<file path="src/rtl/dmem_access_ctrl.sv">
// dmem_access_ctrl
// ----------------
// Initiator-side controller for a single-cycle, level-sensitive data memory
// of DEPTH x 32-bit words. Load/store requests from the MEM stage are taken
// over a valid/ready handshake. Byte and half stores are performed as
// read-modify-write. Every accepted request produces exactly one response.
//
// Handshake semantics (both channels): a transfer happens on a rising clock
// edge where valid and ready are both 1. The producer keeps its payload
// stable while valid=1 and ready=0. The request payload is only looked at
// while req_ready=1, and resp_ready only while resp_valid=1.
//
// Ports
//   clk, reset        rising-edge clock, synchronous active-high reset
//   req_valid/ready   request handshake (req_ready high only in IDLE)
//   req_write         1 = store, 0 = load
//   req_size          0 = byte, 1 = half, 2 = word, 3 = illegal
//   req_signed        loads: 1 = sign-extend, 0 = zero-extend
//   req_addr          byte address
//   req_wdata         store data, right-aligned
//   resp_valid/ready  response handshake
//   resp_rdata        extended load data, 0 for stores and errors
//   resp_err          request rejected, memory untouched
//   mem_write         memory write strobe (level-sensitive memory)
//   mem_address       word index, upper bits always 0
//   mem_writedata     memory write data
//   mem_readdata      memory read data (combinational from mem_address)
//   dbg_state         current FSM state, for observation only
//
// All outputs come straight from flops.

module dmem_access_ctrl #(
    parameter int DEPTH = 16,
    parameter int IDX_W = 4
) (
    input  logic        clk,
    input  logic        reset,
    input  logic        req_valid,
    output logic        req_ready,
    input  logic        req_write,
    input  logic [1:0]  req_size,
    input  logic        req_signed,
    input  logic [31:0] req_addr,
    input  logic [31:0] req_wdata,
    output logic        resp_valid,
    input  logic        resp_ready,
    output logic [31:0] resp_rdata,
    output logic        resp_err,
    output logic        mem_write,
    output logic [31:0] mem_address,
    output logic [31:0] mem_writedata,
    input  logic [31:0] mem_readdata,
    output logic [1:0]  dbg_state
);

    typedef enum logic [1:0] {
        S_IDLE  = 2'd0,
        S_READ  = 2'd1,
        S_WRITE = 2'd2,
        S_RESP  = 2'd3
    } state_t;

    state_t      state_q, state_d;
    logic        req_ready_q, req_ready_d;
    logic        resp_valid_q, resp_valid_d;
    logic [31:0] resp_rdata_q, resp_rdata_d;
    logic        resp_err_q, resp_err_d;
    logic        mem_write_q, mem_write_d;
    logic [31:0] mem_address_q, mem_address_d;
    logic [31:0] mem_writedata_q, mem_writedata_d;

    // Request fields latched at acceptance.
    logic        wr_q, wr_d;
    logic [1:0]  size_q, size_d;
    logic        sgn_q, sgn_d;
    logic [1:0]  off_q, off_d;
    logic [15:0] wdata_q, wdata_d;

    // Decode of the incoming request (only meaningful in IDLE).
    logic [IDX_W-1:0] req_idx;
    logic             req_bad;

    assign req_idx = req_addr[IDX_W+1:2];
    assign req_bad = (|req_addr[31:IDX_W+2])
                   || (req_size == 2'd1 && req_addr[0])
                   || (req_size == 2'd2 && req_addr[1:0] != 2'b00)
                   || (req_size == 2'd3);

    // Select the addressed lane of a little-endian word and extend it.
    function automatic logic [31:0] extract_lane(input logic [31:0] word,
                                                 input logic [1:0]  size,
                                                 input logic [1:0]  off,
                                                 input logic        sgn);
        logic [7:0]  b;
        logic [15:0] h;
        b = word[{off, 3'b000} +: 8];
        h = off[1] ? word[31:16] : word[15:0];
        case (size)
            2'd0:    extract_lane = {{24{sgn & b[7]}}, b};
            2'd1:    extract_lane = {{16{sgn & h[15]}}, h};
            default: extract_lane = word;
        endcase
    endfunction

    // Replace the addressed lane of the old word with new store data.
    function automatic logic [31:0] merge_lane(input logic [31:0] old,
                                               input logic [1:0]  size,
                                               input logic [1:0]  off,
                                               input logic [15:0] wd);
        logic [31:0] r;
        r = old;
        if (size == 2'd0) begin
            r[{off, 3'b000} +: 8] = wd[7:0];
        end else if (off[1]) begin
            r[31:16] = wd;
        end else begin
            r[15:0] = wd;
        end
        merge_lane = r;
    endfunction

    always_comb begin
        state_d         = state_q;
        resp_rdata_d    = resp_rdata_q;
        resp_err_d      = resp_err_q;
        mem_address_d   = mem_address_q;
        mem_writedata_d = mem_writedata_q;
        wr_d            = wr_q;
        size_d          = size_q;
        sgn_d           = sgn_q;
        off_d           = off_q;
        wdata_d         = wdata_q;

        case (state_q)
            S_IDLE: begin
                if (req_valid) begin
                    wr_d    = req_write;
                    size_d  = req_size;
                    sgn_d   = req_signed;
                    off_d   = req_addr[1:0];
                    wdata_d = req_wdata[15:0];
                    if (req_bad) begin
                        // Address is left untouched: errors never reach memory.
                        resp_err_d   = 1'b1;
                        resp_rdata_d = 32'd0;
                        state_d      = S_RESP;
                    end else begin
                        mem_address_d = {{(32-IDX_W){1'b0}}, req_idx};
                        if (req_write && req_size == 2'd2) begin
                            mem_writedata_d = req_wdata;
                            state_d         = S_WRITE;
                        end else begin
                            state_d = S_READ;
                        end
                    end
                end
            end
            S_READ: begin
                if (wr_q) begin
                    mem_writedata_d = merge_lane(mem_readdata, size_q, off_q, wdata_q);
                    state_d         = S_WRITE;
                end else begin
                    resp_rdata_d = extract_lane(mem_readdata, size_q, off_q, sgn_q);
                    resp_err_d   = 1'b0;
                    state_d      = S_RESP;
                end
            end
            S_WRITE: begin
                // Address and data hold on exit so the strobe falls first.
                resp_rdata_d = 32'd0;
                resp_err_d   = 1'b0;
                state_d      = S_RESP;
            end
            S_RESP: begin
                if (resp_ready) begin
                    state_d = S_IDLE;
                end
            end
            default: state_d = S_IDLE;
        endcase

        // Registered outputs follow the state being entered.
        req_ready_d  = (state_d == S_IDLE);
        resp_valid_d = (state_d == S_RESP);
        mem_write_d  = (state_d == S_WRITE);
    end

    always_ff @(posedge clk) begin
        if (reset) begin
            state_q         <= S_IDLE;
            req_ready_q     <= 1'b1;
            resp_valid_q    <= 1'b0;
            resp_rdata_q    <= 32'd0;
            resp_err_q      <= 1'b0;
            mem_write_q     <= 1'b0;
            mem_address_q   <= 32'd0;
            mem_writedata_q <= 32'd0;
            wr_q            <= 1'b0;
            size_q          <= 2'd0;
            sgn_q           <= 1'b0;
            off_q           <= 2'd0;
            wdata_q         <= 16'd0;
        end else begin
            state_q         <= state_d;
            req_ready_q     <= req_ready_d;
            resp_valid_q    <= resp_valid_d;
            resp_rdata_q    <= resp_rdata_d;
            resp_err_q      <= resp_err_d;
            mem_write_q     <= mem_write_d;
            mem_address_q   <= mem_address_d;
            mem_writedata_q <= mem_writedata_d;
            wr_q            <= wr_d;
            size_q          <= size_d;
            sgn_q           <= sgn_d;
            off_q           <= off_d;
            wdata_q         <= wdata_d;
        end
    end

    assign req_ready     = req_ready_q;
    assign resp_valid    = resp_valid_q;
    assign resp_rdata    = resp_rdata_q;
    assign resp_err      = resp_err_q;
    assign mem_write     = mem_write_q;
    assign mem_address   = mem_address_q;
    assign mem_writedata = mem_writedata_q;
    assign dbg_state     = state_q;

endmodule

</file>
<file path="config.mk">
export PLATFORM = sky130hd
export DESIGN_NAME = dmem_access_ctrl
export DESIGN_NICKNAME = d
export VERILOG_FILES = /design/src/rtl/dmem_access_ctrl.sv
export SDC_FILE = /design/constraint.sdc
export NUM_CORES = 1
export LEC_CHECK = 0
export ABC_CLOCK_PERIOD_IN_PS = 4900
export CAP_MARGIN = 20
export CORE_MARGIN = 3
export CORE_UTILIZATION = 25
export DETAILED_ROUTE_END_ITERATION = 8
export GPL_ROUTABILITY_DRIVEN = 0
export PLACE_DENSITY_LB_ADDON = 0.25
export SLEW_MARGIN = 20
export SYNTH_ARGS = -nofsm -noshare
export SYNTH_HDL_FRONTEND = slang
export SYNTH_SLANG_ARGS = --single-unit
export TNS_END_PERCENT = 20
</file>
<file path="constraint.sdc">
create_clock -name clk -period 4.9 [get_ports clk]
set_clock_uncertainty 0.05 [all_clocks]
set_input_delay 1.225 -clock clk [delete_from_list [all_inputs] [get_ports clk]]
set_output_delay 1.225 -clock clk [all_outputs]
set_load 0.005 [all_outputs]
</file>
==> reports/metrics.yaml, run 1 <==
status:
  run_status: "finished, final reports clean"
clocking:
  root_buffer: "clkbuf_16"
  clock-sinks: 96
  clk_latency_ps: 350
  ctsHoldBuffers: 0
  cts-resized-gates: 0
  cts.clk_slew.worst_paths_ps: 70
  htreeDepth: 3
  cts_tree: "done"
  postCtsSetupBuffers: 0
  cts_buffer_depth: 2
  numCtsBuffers: 9
worst_setup_path:
  critPathKind: "flip-flop to flip-flop"
  timing.rr.start: "off_q[1]"
  endpoint_kind: "flip-flop"
  r2r-end: "mem_writedata[6]"
  cp-endpoint: "mem_writedata[6]"
  worstPathArrival_ps: 3560
  cp_max_fo: 27
  crit_required_ps: 5060
  reg2regPathDepth: 7
  regToRegSetupSlack_ps: 1500
  setup.worst_path.start: "off_q[1]"
  worstSetupStartpointType: "flip-flop"
sta:
  setup_viol: 0
  period_share_pct: 69.4
  drv_slew: 0
  tightest_slew_ps: 962
  holdWs_ps: 410
  period_needed_ps: 3400
  finalSetupTns_ps: 0
  final_hold_viol_count: 0
  rsz0062_at_grt: "no"
  relSlewSlack_pct: 35.8
  fmax_mhz: 294
floorplan:
  core_sq_um: 21400
  die_area_sq_um: 24100
  initial_core_util_pct: 26.0
  die_h_um: 155
  die_w_um: 155
  fp-row-count: 53
  ios: 206
cells_and_area:
  drive_above_1_share_pct: 5.26
  nNetsFinal: 947
  final_cells: 1112
  syn2layout_area_growth_pct: 38.8
  n_antenna_cell: 0
global_routing:
  grt_remaining_overflow: 0
  grt_max_degree: 69
  grt_usage_pct: 16.7
  grt_pass1_vias: 5436
  grt_pass1_wl_um: 31600
  antenna_found_initial: 0
routing:
  detail-route-antenna-nets: 0
  drc: 0
  dr_total_vias: 5661
  drt-total-wl_um: 20800
  drt_iter0_markers: 478
  firstDrtPassIters: 5
  post_drt_wl_per_cell_um: 18.7
  vias_per_cell: 5.09
yosys:
  synth_cell_types: 58
  yosys.area.top_type_share_pct: 34.6
  yosys-top-cells-area: "dfxtp_1, nand2_1, mux2i_1, a21oi_1, o2111ai_1"
  ys_warn_count: 0
  syn_area_sq_um: 5560
  postSynthCellCount: 694
  ys_seq_area_share_pct: 34.6
  synth.avg_cell_area_sq_um: 8.01
  synth-main-ff-cell: "dfxtp_1"
  netlist.top_cell.by_area: "dfxtp_1"
  synth-async-reset-ratio_pct: 0
  ys_seq_elements: 96
  synth-edff-count: 0
placement:
  dp_cells: 1096
  port_buffers: 177
  place_hpwl_um: 15700
pwr:
  leakagePower_nw: 2.69
  peakVddDrop_v: 0.000367
  power_density_nw_per_um2: 498
  power_mw: 3.84
worst_hold_path:
  hp-class: "flip-flop to flip-flop"
  worstHoldStart: "resp_rdata[14]"
flow_run:
  cap_violations: 0
cell families after synthesis:
| logic type | count (synthesis) | synth area share (%) |
|---|---|---|
| adder cells (fa/ha/maj) | 11 | 2.48 |
| AND/OR/NAND/NOR | 219 | 20.2 |
| flip-flops | 96 | 34.6 |
| buffers and inverters | 102 | 9.41 |
| AO/OA/AOI/OAI | 225 | 25.8 |
| other | 1 | 0.0674 |
| multiplexers | 40 | 7.52 |
critical path, cell delays in order, from the launching register on:
cell and delay (ps):
dfxtp_1 940, inv_2 270, ha_1 680, nor2_1 80
a41oi_1 670, o211ai_1 300, o2111ai_1 170, a21oi_1 90
cell usage after synthesis (18+ instances only):
cell	n
nand2_1	114
dfxtp_1	96
a21oi_1	61
o21ai_1	41
clkbuf_1	40
mux2i_1	35
o21ai_0	34
o2111ai_1	30
buf_4	28
o211ai_1	23
nand3_1	22
nand4_1	18
power breakdown:
| group | internal (mW) | switching (mW) | total, mW |
|---|---|---|---|
| clock network | 0.462 | 0.312 | 0.773 |
| logic | 0.816 | 1.11 | 1.92 |
| registers | 0.986 | 0.162 | 1.15 |
| total | 2.26 | 1.58 | 3.84 |
stage by stage:
step | instance area (sq um) | util [%] | setup WS (ps)
after floorplan | 5660 | - | 2120
after global placement | 7390 | 34.5 | 1260
after detailed placement | 7390 | 34.5 | 1230
after CTS | 7720 | 36.0 | 1530
after global routing | 7720 | 36.0 | 1330
final | 7720 | 36.0 | 1500
layout by cell type (no fill, tap or decap), types with 2 or more instances in the layout:
master	n
clkdlybuf4s50_1	176
nand2_1	114
dfxtp_1	96
a21oi_1	61
o21ai_1	41
mux2i_1	35
o21ai_0	33
o2111ai_1	30
conb_1	28
o211ai_1	23
nand3_1	22
nand4_1	18
nor2_1	15
inv_1	15
nor3_1	12
ha_1	10
clkbuf_16	9
buf_4	9
a31oi_1	8
nand4b_1	8
nor2b_1	7
o221ai_1	7
nor4_4	4
nand2b_1	4
a41oi_1	3
mux2_1	3
nor4_1	3
and3_1	2
or3b_1	2
o31ai_1	2
clkinv_2	2
bufinv_16	2
routing by layer:
layer / share of wire (%) / vias to the layer above / GRT usage [%] / wire (um)
met4: 1.5 / 0 / 4.08 / 320
met3: 8.4 / 24 / 4.90 / 1750
met5: 0 / - / 0 / 0
met1: 45 / 2647 / 22.4 / 9300
li1: - / 2758 / - / -
met2: 45 / 232 / 26.4 / 9430
how the worst min path moves through the flow:
| stage | depth (start not counted) | slack, ps | end |
|---|---|---|---|
| after global placement | 2 | 400 | resp_rdata[3] |
| final | 2 | 410 | resp_rdata[14] |
| after detailed placement | 2 | 400 | resp_rdata[14] |
| after global routing | 2 | 420 | resp_rdata[28] |
| after floorplan | 2 | 390 | sgn_q |
| after CTS | 2 | 410 | resp_rdata[14] |
final cells by class:
type                       instances  area, sq um
clock inverter                     5         78.8
tap                              275          344
inverter                          16         60.1
multi-input combinational        523         3240
sequential                        96         1920
fill                            2293        13700
clock buffer                      11          243
timing repair buffer             186         1830
flip-flops by register name, summed over array words and instances, names as in the netlist:
signal and cells:
sgn_q 1, mem_writedata 32, wr_q 1, resp_rdata 32
mem_address 4, size_q 2, resp_err 1, resp_valid 1
off_q 2, dbg_state 2, req_ready 1, mem_write 1
wdata_q 16
Note: power is estimated with default switching activity, not from simulation.
==> run 2, diff against run 1 <==
--- a/config.mk
+++ b/config.mk
@@ -5,7 +5,7 @@
 export SDC_FILE = /design/constraint.sdc
 export NUM_CORES = 1
 export LEC_CHECK = 0
-export ABC_CLOCK_PERIOD_IN_PS = 4900
+export ABC_CLOCK_PERIOD_IN_PS = 3500
 export CAP_MARGIN = 20
 export CORE_MARGIN = 3
 export CORE_UTILIZATION = 25
==> constraint.sdc (replaced) <==
create_clock -name clk -period 3.5 [get_ports clk]
set_clock_uncertainty 0.05 [all_clocks]
set_input_delay 0.875 -clock clk [delete_from_list [all_inputs] [get_ports clk]]
set_output_delay 0.875 -clock clk [all_outputs]
set_load 0.005 [all_outputs]
==> reports/metrics.yaml, run 2 (same netlist as run 1, synthesis figures left out) <==
floorplan:
  core_sq_um: 21400
  die_w_um: 155
  die_area_sq_um: 24100
  ios: 206
  die_h_um: 155
  initial_core_util_pct: 26.0
  fp-row-count: 53
pwr:
  clock_power_share_pct: 17.5
  peakVddDrop_v: 0.000351
  power_mw: 5.31
  p_seq_share_pct: 29.8
  power_density_nw_per_um2: 685
  power.switching_mw: 2.24
  power_frac_comb_pct: 52.6
  switching_share_pct: 42.2
  intPower_mw: 3.07
  leakagePower_nw: 2.71
clocking:
  clk_latency_ps: 350
  ctsHoldBuffers: 0
  numCtsBuffers: 9
  clock-sinks: 96
  htreeDepth: 3
  cts-resized-gates: 0
  postCtsSetupBuffers: 0
  cts.clk_slew.worst_paths_ps: 70
  root_buffer: "clkbuf_16"
  cts_tree: "done"
  cts_buffer_depth: 2
worst_setup_path:
  crit_required_ps: 3660
  worstSetupStartpointType: "flip-flop"
  cp_max_fo: 18
  slowest_delay_ps: 640
  crit_chain: "inv_1, ha_1, nor2_1, a41oi_1, o211ai_1, o2111ai_1, a21oi_1"
  slowest_stage: "ha_1"
  critPathKind: "flip-flop to flip-flop"
  path_buf_inv: 1
  reg2regPathDepth: 7
  worstPathArrival_ps: 2980
  endpoint_kind: "flip-flop"
  timing.rr.start: "off_q[0]"
  crit_family: "compound AO/OA/AOI/OAI gates"
  r2r-end: "mem_writedata[5]"
  regToRegSetupSlack_ps: 680
global_routing:
  grt_usage_pct: 16.7
  grt_max_degree: 66
  antenna_found_initial: 1
  grt_busiest_layer: "met2"
  grt_pass1_vias: 5498
  grt_pass1_wl_um: 32000
  met2_usage_pct: 26.2
  grt_remaining_overflow: 0
  use_met1_pct: 22.5
  met3_usage_pct: 5.15
worst_hold_path:
  whs_endpoint: "resp_rdata[6]"
  hp-class: "flip-flop to flip-flop"
  worstHoldStart: "resp_rdata[6]"
  worstHoldPathCells: 2
cells_and_area:
  multiInputGateArea_sq_um: 3230
  syn2layout_area_growth_pct: 39.4
  nNetsFinal: 955
  layout_commonest_cell: "clkdlybuf4s50_1"
  nFillCells: 2260
  drive_above_1_share_pct: 6.04
  n_antenna_cell: 0
  regArea_sq_um: 1920
  final_cell_mix: "clkdlybuf4s50_1, nand2_1, dfxtp_1"
sta:
  period_needed_ps: 2820
  period_share_pct: 80.6
  tightest_slew_ps: 811
  holdWs_ps: 410
  rsz0062_at_grt: "no"
  relSlewSlack_pct: 45.9
  finalSetupTns_ps: 0
  setup_viol: 0
  final_hold_viol_count: 0
  fmax_mhz: 355
  drv_slew: 0
routing:
  drt_iter0_markers: 443
  drt-total-wl_um: 21000
  detail-route-antenna-nets: 0
  firstDrtPassIters: 5
  drc: 0
  vias_per_cell: 5.09
  dr_total_vias: 5693
  post_drt_wl_per_cell_um: 18.8
flow_run:
  cap_violations: 0
status:
  run_status: "finished, final reports clean"
placement:
  place_hpwl_um: 15900
  port_buffers: 177
==> run 2: cell types whose count changed in the layout (fill, tap and decap cells not counted) <==
cell,before,now
buf_4,9,15
o21a_2,1,0
clkbuf_1,1,0
clkinv_2,2,1
clkinvlp_4,0,2
buf_12,0,2
clkinv_4,0,2
bufinv_16,2,0
o21a_1,1,2
clkbuf_8,1,0
==> run 2: how the worst max path moves through the flow <==
| stage | start | end | slack (ps) | depth (start not counted) |
|---|---|---|---|---|
| 2_1_floorplan | req_addr[22] | mem_writedata[29] | 1070 | 6 |
| 3_3_place_gp | req_addr[29] | resp_rdata[7] | 460 | 7 |
| 3_5_place_dp | req_addr[21] | mem_writedata[10] | 430 | 7 |
| 4_1_cts | off_q[0] | mem_writedata[3] | 730 | 7 |
| 5_1_grt | off_q[0] | mem_writedata[3] | 570 | 7 |
| 6_report | off_q[0] | mem_writedata[5] | 680 | 7 |
==> run 2: layer usage <==
metal	vias up	wire (um)
li1	2773	-
met1	2668	9500
met2	223	9590
met3	27	1620
met4	2	311
met5	-	14
==> run 2: area by class of cell <==
class                           count  share of cell area (%)
Clock buffer                        9                    2.91
Clock inverter                      6                   0.597
Inverter                           16                   0.775
Multi-Input combinational cell    523                    41.7
Sequential cell                    96                    24.8
Tap cell                          275                    4.44
Timing Repair Buffer              194                    24.8
==> run 2: per-stage QoR <==
stage	worst slack [ps]	util (%)	instance area [sq um]	std cells
final	679	36.2	7750	1119
after floorplan	1070	-	5660	721
after global placement	456	34.9	7480	1104
after CTS	728	36.2	7750	1119
after detailed placement	435	34.9	7480	1104
after global routing	567	36.2	7750	1119
==> run 2: worst min-delay path, delay by kind of cell (launching register included) <==
kind             cells  cell delay, ps
DFF                  1             310
and+or+nand+nor      1              50
muxes                1              50
==> run 2: power by group through the flow <==
| stage | Combinational, mW | Clock [mW] | Sequential [mW] |
|---|---|---|---|
| 2_1_floorplan | 1.65 | 0 | 1.57 |
| 3_3_place_gp | 2.80 | 0 | 1.60 |
| 3_5_place_dp | 2.82 | 0 | 1.61 |
| 4_1_cts | 2.83 | 0.965 | 1.59 |
| 5_1_grt | 3.07 | 1.00 | 1.62 |
| 6_report | 2.80 | 0.932 | 1.58 |
